===== config.mk =====
export PLATFORM = sky130hd
export DESIGN_NAME = axi_ifetch_unit
export DESIGN_NICKNAME = d
export VERILOG_FILES = /design/src/rtl/axi_ifetch_unit.sv
export SDC_FILE = /design/constraint.sdc
export NUM_CORES = 1
export LEC_CHECK = 0
export ABC_AREA = 1
export CAP_MARGIN = 10
export CORE_AREA = 2 2 112 114
export DETAILED_ROUTE_END_ITERATION = 10
export DIE_AREA = 0 0 114 116
export PLACE_DENSITY_LB_ADDON = 0.3
export SYNTH_ARGS = -nofsm -noshare
export SYNTH_HDL_FRONTEND = slang
export SYNTH_SLANG_ARGS = --single-unit

===== constraint.sdc =====
create_clock -name clk -period 2.2 [get_ports clk]
set_clock_uncertainty 0.1 [all_clocks]
set_input_delay 0.22 -clock clk [delete_from_list [all_inputs] [get_ports clk]]
set_output_delay 0.22 -clock clk [all_outputs]
set_load 0.01 [all_outputs]

===== src/rtl/axi_ifetch_unit.sv =====
// rtl/axi_ifetch_unit.sv - AXI4 single-beat instruction fetch master for the IF stage
module axi_ifetch_unit #(
  parameter int          ADDR_W    = 32,
  parameter int          ID_W      = 4,
  parameter logic [31:0] NOP_INSTR = 32'h00000013
) (
  input  logic              clk,
  input  logic              rst_n,
  input  logic              pc_req_valid,
  input  logic [ADDR_W-1:0] pc_req_addr,
  output logic              pc_req_ready,
  input  logic              flush,
  output logic              instr_valid,
  input  logic              instr_ready,
  output logic [31:0]       instr_data,
  output logic [ADDR_W-1:0] instr_pc,
  output logic              instr_err,
  output logic              m_axi_arvalid,
  input  logic              m_axi_arready,
  output logic [ADDR_W-1:0] m_axi_araddr,
  output logic [ID_W-1:0]   m_axi_arid,
  output logic [7:0]        m_axi_arlen,
  output logic [2:0]        m_axi_arsize,
  output logic [1:0]        m_axi_arburst,
  output logic [2:0]        m_axi_arprot,
  input  logic              m_axi_rvalid,
  output logic              m_axi_rready,
  input  logic [31:0]       m_axi_rdata,
  input  logic [1:0]        m_axi_rresp,
  input  logic              m_axi_rlast
);

  typedef enum logic [2:0] {IDLE, AR, R, HOLD, DRAIN} state_t;

  state_t            state, stateNext;
  logic [ADDR_W-1:0] pcReg;
  logic              flushPending;
  logic [31:0]       dataReg;
  logic [ADDR_W-1:0] instrPcReg;
  logic              errReg;
  logic              misaligned;
  logic              unusedRlast;

  assign unusedRlast = m_axi_rlast;
  assign misaligned  = (pc_req_addr[1:0] != 2'b00);

  always_ff @(posedge clk or negedge rst_n) begin
    if (!rst_n) begin
      state <= IDLE;
    end else begin
      state <= stateNext;
    end
  end

  always_comb begin
    stateNext = state;
    case (state)
      IDLE:  if (pc_req_valid) stateNext = misaligned ? HOLD : AR;
      // A flush cannot retract ARVALID, so the redirect is honoured once the address is taken.
      AR:    if (m_axi_arready) stateNext = (flushPending || flush) ? DRAIN : R;
      R: begin
        if (flush)             stateNext = m_axi_rvalid ? IDLE : DRAIN;
        else if (m_axi_rvalid) stateNext = HOLD;
      end
      DRAIN: if (m_axi_rvalid) stateNext = IDLE;
      HOLD:  if (flush || instr_ready) stateNext = IDLE;
      default: stateNext = IDLE;
    endcase
  end

  always_ff @(posedge clk or negedge rst_n) begin
    if (!rst_n) begin
      pcReg        <= '0;
      flushPending <= 1'b0;
      dataReg      <= '0;
      instrPcReg   <= '0;
      errReg       <= 1'b0;
    end else begin
      case (state)
        IDLE: begin
          if (pc_req_valid) begin
            pcReg        <= pc_req_addr;
            flushPending <= 1'b0;
            if (misaligned) begin
              dataReg    <= NOP_INSTR;
              instrPcReg <= pc_req_addr;
              errReg     <= 1'b1;
            end
          end
        end
        AR: if (flush) flushPending <= 1'b1;
        R: begin
          if (m_axi_rvalid && !flush) begin
            dataReg    <= (m_axi_rresp != 2'b00) ? NOP_INSTR : m_axi_rdata;
            instrPcReg <= pcReg;
            errReg     <= (m_axi_rresp != 2'b00);
          end
        end
        HOLD: if (flush || instr_ready) errReg <= 1'b0;
        default: ;
      endcase
    end
  end

  assign pc_req_ready  = (state == IDLE);
  assign instr_valid   = (state == HOLD);
  assign instr_data    = dataReg;
  assign instr_pc      = instrPcReg;
  assign instr_err     = errReg;

  assign m_axi_arvalid = (state == AR);
  assign m_axi_araddr  = pcReg;
  assign m_axi_arid    = '0;
  assign m_axi_arlen   = 8'd0;
  assign m_axi_arsize  = 3'b010;
  assign m_axi_arburst = 2'b01;
  assign m_axi_arprot  = 3'b100;
  assign m_axi_rready  = (state == R) || (state == DRAIN);

endmodule


### Word level (Yosys, flattened, before mapping)

Cells that the tools add are included.

* register bits: 101
* input port bits: 74
* output and inout port bits: 121
* logic and storage cells: 61

* equality and inequality tests: 12
* mux-type cells: 27
* reduce and logical (&&, ||, !) cells: 16

Operator list (number)
* $mux 32: 7
* $pmux 32 s2: 2
* $mux 3: 8
* $pmux 3 s5: 1
* $reduce_and 5->1: 2
* $ne 2x2->1 const B: 4
* $reduce_bool 2->1: 4
* $eq 3x2->1 const B: 2
* $mux 1: 6
* $ne 2x1->1 const B: 3
* $reduce_and 4->1: 1
* $eq 3x1->1 const B: 1
* $eq 3x3->1 const B: 1
* $logic_not 3->1: 1
* $logic_or 1x1->1: 3
* $ne 3x3->1 const B: 1
* $pmux 1 s3: 1
* $reduce_and 3->1: 1
* $reduce_bool 3->1: 1
* $mux 2: 1
* $pmux 1 s2: 1
* $reduce_and 2->1: 1
* $logic_and 1x1->1: 1
* $logic_not 1->1: 1

### Logic depth before layout (Yosys ltp)

* depth after elaboration: 4
* depth in mapped cells: 9
* mapped depth without buffers: 8

### Worst setup path before layout

OpenSTA, ideal clock, no wires.

* path type: register to register
* start: reg state[0]
* end: reg dataReg[10], in the netlist instr_data[10]
* setup time: 0.121 ns
* data arrival time: 1.367 ns
* data required time: 1.979 ns
* setup slack: 0.612 ns
* stages on the path, launching flop included: 9
* path buffers: 2
* path through: dfrtp_1 -> nor2_4 -> nand3_2 -> nand2_1 -> nand3_2 -> buf_6 -> buf_6 -> nand2_1 -> o21ai_1

* word-level cells in the longest chain between the ends: 3

Ends and longest elaborated chain
* from (decl): line 35 `state_t state, stateNext;`
* from (signal assigned): line 51 `state <= stateNext;`
* $eq 3x2->1 / $logic_not 3->1 (equally long branches): line 79 `case (state)`
* $ne 2x2->1 (no line) (tied with other cells)
* $reduce_and 4->1 (no line)
* to (signal assigned): line 94 `dataReg <= (m_axi_rresp != 2'b00) ? NOP_INSTR : m_axi_rdata;`
* to (decl): line 38 `logic [31:0] dataReg;`

Several ways; a longest one is shown, not always the timed one.
A chain may end at the register's enable or synchronous reset.

### Final worst setup path

* start: reg state[0]
* end: out m_axi_arvalid

* word-level cells in the longest chain between the ends: 1

Ends and longest elaborated chain
* $eq 3x1->1: line 111 `assign m_axi_arvalid = (state == AR);`
* to (decl): line 18 `output logic m_axi_arvalid,`

Every way passes these cells.

==> results.cfg <==
[floorplanning]
die_x_um = 114
die_height_um = 116
row_count = 40
start_util = 0.393
core_um2 = 11900
io_pins = 195
fp.dieArea_um2 = 13200

[critical_path]
crit_type = reg2out
crit_fanout = 6
critPathArrivalTime_ps = 1740
cp-start-kind = flop
required_ps = 1880
worstSetupEndpointType = primary output

[place]
place_hpwl_um = 8310
dp.cells = 876
gp_congestion = 0.844
io_buffers = 173

[logic_synthesis]
synth_seq_cells = 101
synthFlopType = dfrtp_1
synth_edf_count = 0
yosysSeqAreaShare = 0.539
synthArstFlopShare = 1.00
synth_area_per_cell_um2 = 8.08
syn-instance-count = 580
synth_cell_types = 20
syn_area_um2 = 4690
ys_warn_count = 0

[clocking]
clkSinkCount = 101
cts_root_buffer = clkbuf_16
clk_latency_ps = 340
clkSlewWorstSetupHoldPaths_ps = 70
cts_tree = done
cts_setup_buffers = 0
clockBufferDepth = 2
htree_levels = 3
cts_buffers = 9

[outcome]
status = finished clean

[global_routing]
grtUsageTotal = 0.187
grt_pass1_wl_um = 19900
grt-ovfl-total = 0
antenna_found_initial = 0
grt_pass1_vias = 4225
grt_max_degree = 73

[power_and_ir_drop]
p_per_area_nw_per_um2 = 1330
max-vdd-ir-drop_v = 0.000889
p_leak_nw = 3.18

[sta]
min_period_ps = 2060
tns_ps = 0
setup_viol = 0
final_max_slew_viol_count = 0
slew_headroom = 0.591
grt_setup_unrepaired = no
fin_crit_sh = 0.938
max_freq_mhz = 484
finalHoldViolCount = 0
worstMarginPinSlew_ps = 612

[layout]
design.final.nets = 815
layout-drive-gt1-share = 0.0576
area_growth_syn_to_layout_pct = 45.4
most-common-layout-cells = 217 x nand2_1, 172 x clkdlybuf4s50_1, 100 x dfrtp_1, 84 x o21ai_0, 43 x nand3_1
antennaDiodeCount = 0
fin_util = 0.572
finalNonFillerCells = 893
final_common_cell = nand2_1

[route]
wl_met2_um = 5660
post_drt_wl_per_cell_um = 13.4
via_per_inst = 4.74
dr.max_layer_used = met4
vias = 4236
postRouteAntennaNets = 0
drt-initial-drc-count = 247
wl_met1_um = 5230
first_pass_iters = 5
remaining_drc_errors = 0
drt_wl_total_um = 12000
wl_met3_um = 787

[worst_hold_path]
hp-class = in2async

[flow_run]
maxCapViolCount = 0
==> final cells by class <==
type	instances	area, um^2
clock inverters	6	86.3
repair buffers	183	1860
clock buffers	10	239
inverters	46	173
multi-input cells	400	1750
flip-flops and latches	101	2530
fillers	1098	5090
well taps	147	184
==> path summary, 6_finish.rpt <==
kind	startpoint	endpoint	slack [ps]	cells past startpoint
setup reg to reg	state[0]	instr_pc[24]	270	7
max in group asynchronous	rst_n	instr_data[5]	1130	3
hold reg to reg	instr_pc[10]	instr_pc[10]	380	2
hold / removal	rst_n	instr_data[31]	230	2
min in group clk	m_axi_rdata[7]	instr_data[7]	350	3
setup / recovery	state[0]	m_axi_arvalid	140	5
==> synth_stat cells (2+ instances only) <==
library cell,n,area share
buf_6,5,0.012
inv_1,42,0.034
inv_2,4,0.0032
o21ai_2,4,0.0075
o21ai_1,10,0.011
nand3_1,43,0.046
clkbuf_1,15,0.012
conb_1,2,0.0016
nor2_1,13,0.010
buf_2,11,0.012
nor2_4,3,0.0072
dfrtp_1,101,0.54
nand3_2,2,0.0043
nand2_1,217,0.17
o21ai_0,84,0.090
buf_4,20,0.032
==> power breakdown <==
part	internal [mW]	switching (mW)	total (mW)	leakage (nW)
registers	2.59	0.437	3.03	1.29
logic	2.02	2.33	4.35	1.74
clock network	1.03	0.676	1.70	0.158
total	5.64	3.44	9.09	3.18
==> flip-flops by register name, summed over array words and instances (netlist names) <==
register	cells
m_axi_araddr	32
state	3
instr_pc	32
flushPending	1
instr_data	32
instr_err	1
==> layer usage <==
layer | track usage | up-vias
li1 | - | 2111
met1 | 0.235 | 1959
met2 | 0.312 | 143
met3 | 0.0413 | 23
met4 | 0.0821 | 0
met5 | 0 | -
==> worst max-delay path: stages (launching register included) <==
cell and delay [ps]:
dfrtp_2 460, inv_2 80, nor2_2 140, nand2_1 110, inv_1 90, clkdlybuf4s50_1 530
==> logic make-up after synthesis <==
| group | Yosys count | share of synthesized area |
|---|---|---|
| flip-flops | 101 | 0.539 |
| AO/OA/AOI/OAI | 100 | 0.111 |
| other | 2 | 0.00160 |
| buffers and inverters | 97 | 0.105 |
| AND/OR/NAND/NOR | 280 | 0.244 |
==> timing repair <==
action | in CTS | in global routing
pin swaps | 0 | 0
endpoints found under the hold margin | 24 | 0
hold buffers | 1 | 0
setup endpoints to repair | 1 | 1
gates resized for setup | 1 | 1
==> stage by stage <==
stage	hold slack, ps	setup slack (ps)	area (um^2)	power [mW]
after floorplan	-176	612	4750	5.33
after global placement	53.0	190	6480	7.36
after CTS	227	69.5	6810	9.21
after detailed placement	54.2	141	6480	7.44
after global routing	256	22.7	6820	9.84
final	227	136	6820	9.09
Note: power is estimated with default switching activity, not from simulation.
